File: src/rtl/keccak_squeeze_out_if.sv
// rtl/keccak_squeeze_out_if.sv - state-offer and word-stream handshake bundle for keccak_squeeze_out
interface keccak_squeeze_out_if #(
    parameter int WORD_W = 64,
    parameter int IDX_W  = 5
);
    logic [1599:0]       i_v_state;
    logic                i_state_valid;
    logic                o_state_ready;
    logic [WORD_W-1:0]   o_v_word;
    logic                o_word_valid;
    logic                i_word_ready;
    logic                o_word_last;
    logic [IDX_W-1:0]    o_v_index;
    logic                o_busy;

    modport slave (
        input  i_v_state, i_state_valid, i_word_ready,
        output o_state_ready, o_v_word, o_word_valid, o_word_last, o_v_index, o_busy
    );

    modport master (
        output i_v_state, i_state_valid, i_word_ready,
        input  o_state_ready, o_v_word, o_word_valid, o_word_last, o_v_index, o_busy
    );
endinterface

File: src/rtl/keccak_squeeze_out.sv
// rtl/keccak_squeeze_out.sv - unloads a window of a 1600-bit Keccak state as a word stream
// Optional KECCAK_SQUEEZE_BSWAP_EN byte-reverses every emitted word.
module keccak_squeeze_out #(
    parameter int WORD_W     = 64,
    parameter int START_WORD = 0,
    parameter int WORD_COUNT = 25
) (
    input  logic                 i_clk,
    input  logic                 i_rst_n,
    keccak_squeeze_out_if.slave  bus
);
    localparam int N_WORDS = 1600 / WORD_W;
    localparam int IDX_W   = (WORD_COUNT > 1) ? $clog2(WORD_COUNT) : 1;
    localparam int BUF_W   = WORD_COUNT * WORD_W;
    localparam logic [IDX_W-1:0] LAST_IDX = IDX_W'(WORD_COUNT - 1);

    if ((WORD_W != 32 && WORD_W != 64) || WORD_COUNT < 1 || START_WORD < 0 ||
        START_WORD + WORD_COUNT > N_WORDS) begin : g_bad_cfg
        $fatal(1, "keccak_squeeze_out: illegal WORD_W/START_WORD/WORD_COUNT");
    end

    typedef enum logic {IDLE, SEND} state_t;

    state_t            state_q, state_d;
    logic [IDX_W-1:0]  idx_q, idx_d;
    logic [BUF_W-1:0]  buf_q, buf_d;
    logic [WORD_W-1:0] word_raw;
    logic [WORD_W-1:0] word_out;
    logic              unused_state;

    // Only the window slice is ever read; the rest of the state is intentionally dropped.
    assign unused_state = ^bus.i_v_state;

    always_comb begin
        state_d = state_q;
        idx_d   = idx_q;
        buf_d   = buf_q;
        case (state_q)
            IDLE: begin
                if (bus.i_state_valid) begin
                    buf_d   = bus.i_v_state[START_WORD*WORD_W +: BUF_W];
                    idx_d   = '0;
                    state_d = SEND;
                end
            end
            SEND: begin
                if (bus.i_word_ready) begin
                    if (idx_q == LAST_IDX) begin
                        idx_d   = '0;
                        state_d = IDLE;
                    end else begin
                        idx_d = idx_q + IDX_W'(1);
                    end
                end
            end
            default: state_d = IDLE;
        endcase
    end

    always_ff @(posedge i_clk or negedge i_rst_n) begin
        if (!i_rst_n) begin
            state_q <= IDLE;
            idx_q   <= '0;
        end else begin
            state_q <= state_d;
            idx_q   <= idx_d;
        end
    end

    // Payload needs no reset: it is only visible while SEND is active.
    always_ff @(posedge i_clk) begin
        buf_q <= buf_d;
    end

    assign word_raw = buf_q[32'(idx_q)*WORD_W +: WORD_W];

`ifdef KECCAK_SQUEEZE_BSWAP_EN
    for (genvar b = 0; b < WORD_W/8; b++) begin : g_bswap
        assign word_out[b*8 +: 8] = word_raw[(WORD_W/8-1-b)*8 +: 8];
    end
`else
    assign word_out = word_raw;
`endif

    assign bus.o_state_ready = (state_q == IDLE);
    assign bus.o_word_valid  = (state_q == SEND);
    assign bus.o_busy        = (state_q == SEND);
    assign bus.o_word_last   = (state_q == SEND) && (idx_q == LAST_IDX);
    assign bus.o_v_index     = idx_q;
    assign bus.o_v_word      = (state_q == SEND) ? word_out : '0;
endmodule

File: src/flat_wrapper.sv
// flat-port wrapper written by rule: the top's interface ports become plain ports
module keccak_squeeze_out_flat 
#(
    parameter int WORD_W     = 64,
    parameter int START_WORD = 0,
    parameter int WORD_COUNT = 25
)
  (i_clk, i_rst_n, bus_i_v_state, bus_i_state_valid, bus_i_word_ready, bus_o_state_ready, bus_o_v_word, bus_o_word_valid, bus_o_word_last, bus_o_v_index, bus_o_busy);
  keccak_squeeze_out_if #(.WORD_W(WORD_W), .IDX_W(5)) bus_i ();
  input  logic i_clk;
  input  logic i_rst_n;
  input wire logic [$bits(bus_i.i_v_state)-1:0] bus_i_v_state;
  input wire logic [$bits(bus_i.i_state_valid)-1:0] bus_i_state_valid;
  input wire logic [$bits(bus_i.i_word_ready)-1:0] bus_i_word_ready;
  output wire logic [$bits(bus_i.o_state_ready)-1:0] bus_o_state_ready;
  output wire logic [$bits(bus_i.o_v_word)-1:0] bus_o_v_word;
  output wire logic [$bits(bus_i.o_word_valid)-1:0] bus_o_word_valid;
  output wire logic [$bits(bus_i.o_word_last)-1:0] bus_o_word_last;
  output wire logic [$bits(bus_i.o_v_index)-1:0] bus_o_v_index;
  output wire logic [$bits(bus_i.o_busy)-1:0] bus_o_busy;
  assign bus_i.i_v_state = bus_i_v_state;
  assign bus_i.i_state_valid = bus_i_state_valid;
  assign bus_i.i_word_ready = bus_i_word_ready;
  assign bus_o_state_ready = bus_i.o_state_ready;
  assign bus_o_v_word = bus_i.o_v_word;
  assign bus_o_word_valid = bus_i.o_word_valid;
  assign bus_o_word_last = bus_i.o_word_last;
  assign bus_o_v_index = bus_i.o_v_index;
  assign bus_o_busy = bus_i.o_busy;
  keccak_squeeze_out #(.WORD_W(WORD_W), .START_WORD(START_WORD), .WORD_COUNT(WORD_COUNT)) u_core (.i_clk(i_clk), .i_rst_n(i_rst_n), .bus(bus_i));
endmodule
File: config.mk
export PLATFORM = sky130hd
export DESIGN_NAME = keccak_squeeze_out_flat
export DESIGN_NICKNAME = d
export VERILOG_FILES = /design/src/rtl/keccak_squeeze_out_if.sv /design/src/rtl/keccak_squeeze_out.sv /design/src/flat_wrapper.sv
export SDC_FILE = /design/constraint.sdc
export NUM_CORES = 2
export LEC_CHECK = 0
export CAP_MARGIN = 25
export CORE_AREA = 2 2 647 649
export CTS_BUF_LIST = sky130_fd_sc_hd__clkbuf_8
export CTS_CLUSTER_DIAMETER = 150
export DETAILED_ROUTE_END_ITERATION = 10
export DIE_AREA = 0 0 649 651
export GPL_TIMING_DRIVEN = 0
export PLACE_DENSITY = 0.36
export SYNTH_ARGS = -nofsm -noshare
export SYNTH_HDL_FRONTEND = slang
export SYNTH_SLANG_ARGS = --single-unit
File: constraint.sdc
create_clock -name i_clk -period 214.4 [get_ports i_clk]
set_input_delay 32.16 -clock i_clk [delete_from_list [all_inputs] [get_ports i_clk]]
set_output_delay 32.16 -clock i_clk [all_outputs]
set_load 0.1 [all_outputs]
## Yosys cells after proc, flatten, opt, wreduce, memory -nomap -nowiden

Index checks and enable logic that the tools add are counted.

| storage, ports and cells | value |
|---|---|
| register bits | 1606 |
| input port bits | 1604 |
| output and inout port bits | 73 |
| logic and storage cells | 21 |

| operators by class | value |
|---|---|
| add/sub/neg operators | 1 |
| eq/ne operators | 3 |
| shifts and indexed selects | 1 |
| multiplexer cells | 9 |
| bitwise logic cells | 1 |
| reduce and logical (&&, ||, !) cells | 3 |

Operators by type and width:

| operator | number |
|---|---|
| variable part select 1600 x 12 -> 64 bit | 1 |
| two-way mux 64 bit | 1 |
| two-way mux 5 bit | 3 |
| case mux 5 bit (2 select lines) | 1 |
| adder 5 x 1 -> 5 bit, second input constant | 1 |
| equality test 5 bit, second input constant | 1 |
| != test 2 bit, second input constant | 2 |
| AND reduction 2 bit | 2 |
| two-way mux 1 bit | 3 |
| case mux 1 bit (2 select lines) | 1 |
| logical AND 1 bit | 1 |
| inverter 1 bit | 1 |

## Longest topological paths before layout

| depth | value |
|---|---|
| depth in word-level cells | 4 |
| depth in mapped cells | 10 |
| mapped depth without buffers | 6 |

## Worst setup path before layout

No wires, ideal clock.

| path | value |
|---|---|
| kind | input to register |
| start | input bus_i_state_valid |
| end | register u_core.idx_q[4] (netlist: u_core.bus.o_v_index[4]) |
| setup time | 0.200 ns |
| data arrival time | 106.307 ns |
| data required time | 214.200 ns |
| slack | 107.893 ns |
| cell stages on the path | 4 |
| buffers on the path | 0 |
| cells stage by stage | nor2b_1 > a21oi_1 > a21oi_1 > o22ai_1 |

| on the way | value |
|---|---|
| word-level cells in the longest chain between the ends | 2 |

RTL lines:

| element | line | RTL |
|---|---|---|
| start, declared | flat_wrapper.sv:13 | `input wire logic [$bits(bus_i.i_state_valid)-1:0] bus_i_state_valid;` |
| != test 2 bit (no line) | - |  |
| AND reduction 2 bit (no line) | - |  |
| end signal, assigned | keccak_squeeze_out.sv:66 | `idx_q <= idx_d;` |
| end, declared | keccak_squeeze_out.sv:25 | `logic [IDX_W-1:0] idx_q, idx_d;` |

No other way between the ends.
A chain may end at the register's enable or synchronous reset.

## Worst setup path in the final report

| path | value |
|---|---|
| start | register u_core.idx_q[0] (netlist: u_core.bus.o_v_index[0]) |
| end | output bus_o_v_word[35] |

| on the way | value |
|---|---|
| word-level cells in the longest chain between the ends | 2 |

RTL lines:

| element | line | RTL |
|---|---|---|
| variable part select 1600 x 12 -> 64 bit | keccak_squeeze_out.sv:75 | `assign word_raw = buf_q[32'(idx_q)*WORD_W +: WORD_W];` |
| two-way mux 64 bit | keccak_squeeze_out.sv:90 | `assign bus.o_v_word = (state_q == SEND) ? word_out : '0;` |
| end, declared | flat_wrapper.sv:16 | `output wire logic [$bits(bus_i.o_v_word)-1:0] bus_o_v_word;` |

No other way between the ends.

==> flow_metrics.tcl <==
set metrics [dict create \
    status "finished clean" \
    cp.buffers_inverters 5 \
    leakagePower_uw 0.0300 \
    tns_ns 0 \
    cp-start-kind "register" \
    nFillCells 43500 \
    crit_chain "buf_2 -> buf_4 -> buf_4 -> buf_4 -> mux2i_1 -> a22oi_1 -> a32oi_1 -> nor3_1 -> clkdlybuf4s50_1" \
    die_area_mm2 0.422 \
    yosysSeqAreaShare 0.792 \
    syn-cell-area_mm2 0.0609 \
    start_util 0.147 \
    yosysTopAreaCellShare 0.789 \
    async_reset_ff_frac 0.00374 \
    cp_slowest_stage_delay_ns 1.34 \
    cts.path.max_buffers 4 \
    p_per_area_mw_per_mm2 10.6 \
    met2_length_mm 174 \
    cts_root_buffer "clkbuf_8" \
    dp_hpwl_mm 285 \
    worstHoldStart "u_core.bus.o_v_index[4]" \
    synth_top_family_by_area "multiplexers" \
    crit_required_ns 182.24 \
    cp.arrival_ns 6.90 \
    holdPathEnd "u_core.bus.o_v_index[4]" \
    wl_mm 348 \
    wl_met1_mm 137 \
    vias 39800 \
    muxShareOfSynthArea 0.137 \
    yosys.area_share.simple 0.00793 \
    fin_nets 6567 \
    clkSlewWorstSetupHoldPaths_ns 0.06 \
    topRoutingLayerUsed "met5" \
    yosysMostFrequentCell "edfxtp_1" \
    synth_area_leaders "edfxtp_1 79%, mux4_2 9.5%, mux2i_1 4.2%, a22oi_1 1.6%, o22ai_1 1.3%" \
    synth_cells 2845 \
    synth-main-ff-cell "edfxtp_1" \
    fin_crit_sh 0.182 \
    fin_util 0.224 \
    wl_met3_mm 28.0 \
    r2r_cells 14 \
    core_mm2 0.415 \
    area_delta_synth_final_pct 53.2 \
    finClkSkew_ns 0.0745 \
    fp.dieH_um 651 \
    syn-num-nets 4451 \
    grt_first_pass_wirelength_mm 438 \
    cpMaxStageDelayCell "clkdlybuf4s50_1" \
    path_max_fanout 11 \
    synth-compound-area-share 0.0443 \
    grt_setup_unrepaired "no" \
    hp-class "reg2reg" \
    synth_common_cells "1600 x edfxtp_1, 256 x mux2i_1, 256 x mux4_2" \
    criticalPathCategory "reg2out" \
    dr.pass1.iters 6 \
    antenna_found_initial 256 \
    synth_edf_count 1600 \
    cp_common_cell "buf_4" \
    cts_sinks 1606 \
    ant_nets 0 \
    synth_warnings 0 \
    ff2ff_setup_slack_ns 210.08 \
    endpoint_kind "primary output" \
    grt.overflow.total 0 \
    reg2reg_to "u_core.buf_q[740]" \
    cts_max_level 5 \
    avgSynthCellArea_um2 21.4 \
    grt_usage 0.159 \
    postCtsSetupRepairBufs 0 \
    r2r_start "u_core.bus.o_busy" \
    vias_per_cell 3.70 \
    critPathTopFamily "buffers and inverters" \
    ys_ff_latch 1606 \
    hold_viol_final 0 \
    drv_slew 0 \
    grt_max_degree 38 \
    num_rows 237 \
    synth_cell_types 33 \
    clk_latency_ns 1.08 \
    setup_violations 0 \
    fin_crit_ns 39.06 \
    max_slew_margin 0.232 \
    drc 0 \
    cap_violations 0 \
    peakVddDrop_v 0.00000697 \
    cts_tree "yes" \
    fmax_mhz 25.6 \
    worst_pin_slew_ns 1.15 \
    yosys.area.top_type "edfxtp_1" \
    holdPathStages 2 \
    wire_per_inst_um 32.4 \
    ios 1677 \
    hold_buffers 0 \
    cts_buffers 322 \
    die_w_um 649 \
    port_buffers 1676 \
    synth_adder_area_share 0.000411 \
    drive_gt1_frac 0.168 \
    synth_xor_area_frac 0.000144 \
    routabilityCongestion 0.824 \
    drtIter0Drc 3712 \
    grt_pass1_vias 41700 \
    cts_resized 0 \
]
worst max-delay path by stage:
stage,depth (start not counted),start,endpoint,slack (ns)
4_1_cts,9,u_core.bus.o_v_index[0],bus_o_v_word[35],174.48
5_1_grt,9,u_core.bus.o_v_index[0],bus_o_v_word[35],174.79
3_5_place_dp,9,u_core.bus.o_v_index[0],bus_o_v_word[35],175.74
3_3_place_gp,5,bus_i_state_valid,u_core.bus.o_v_index[4],68.31
6_report,9,u_core.bus.o_v_index[0],bus_o_v_word[35],175.35
2_1_floorplan,4,bus_i_state_valid,u_core.bus.o_v_index[4],107.89
area by class of cell:
cell class	instances	area (um^2)	share of cell area
tap	5497	6880	0.0738
clock inverter	249	1570	0.0168
multi-input combinational	999	11600	0.124
sequential	1606	48200	0.517
timing repair buffer	1792	19300	0.207
inverter	68	255	0.00274
clock buffer	322	4430	0.0475
buffer	172	895	0.00959
antenna	57	143	0.00153
metal layers:
| metal | track usage | up-vias |
|---|---|---|
| met4 | 0.0385 | 110 |
| met3 | 0.0501 | 671 |
| met5 | 0 | - |
| li1 | - | 16400 |
| met1 | 0.188 | 20500 |
| met2 | 0.277 | 2091 |
logic make-up after synthesis:
| group | Yosys count |
|---|---|
| muxes | 512 |
| AOI/OAI and AO/OA | 394 |
| buffers and inverters | 240 |
| DFF | 1606 |
| xor gates and xnor gates | 1 |
| and+or+nand+nor | 90 |
| adders and majority gates | 2 |
per-stage QoR:
| stage | instances | total power (uW) | setup WS (ns) | hold WS (ns) | area [um^2] |
|---|---|---|---|---|---|
| after detailed placement | 10100 | 698 | 175.74 | 0.673 | 87100 |
| after global routing | 10700 | 1030 | 174.79 | 0.739 | 93100 |
| after floorplan | 2845 | 510 | 107.89 | 1.08 | 60900 |
| after global placement | 10000 | 668 | 68.31 | 0.678 | 84500 |
| after CTS | 10700 | 1010 | 174.48 | 0.681 | 93100 |
| final | 10800 | 992 | 175.35 | 0.686 | 93200 |
worst register-to-register path: cells and delay by family, from the launching register on:
family | cells | cell delay (ns)
buffers and inverters | 13 | 3.02
and+or+nand+nor | 1 | 0.52
DFF | 1 | 0.42
placed cells by master (no fill, tap or decap), types with 8 or more instances in the layout:
master,n
edfxtp_1,1600
a32oi_1,64
buf_6,9
clkbuf_8,322
buf_12,60
inv_12,9
clkbuf_1,65
buf_1,15
mux2i_1,256
nor3_1,60
buf_16,40
buf_4,31
inv_1,159
clkinv_1,82
clkinv_2,34
inv_8,8
o21ai_1,60
o21ai_0,9
o22ai_1,129
diode_2,57
buf_8,16
mux4_2,256
bufinv_16,10
clkdlybuf4s50_1,1674
clkinv_8,8
a22oi_1,128
buf_2,48
registers in the layout, indices dropped and copies added (netlist names):
signal,flops
u_core.buf_q,1600
u_core.bus.o_v_index,5
u_core.bus.o_busy,1
report_power, final:
group	internal (uW)	switching, uW
sequential	346	0.501
clock	155	154
combinational	115	222
(Power assumes the default switching activity.)
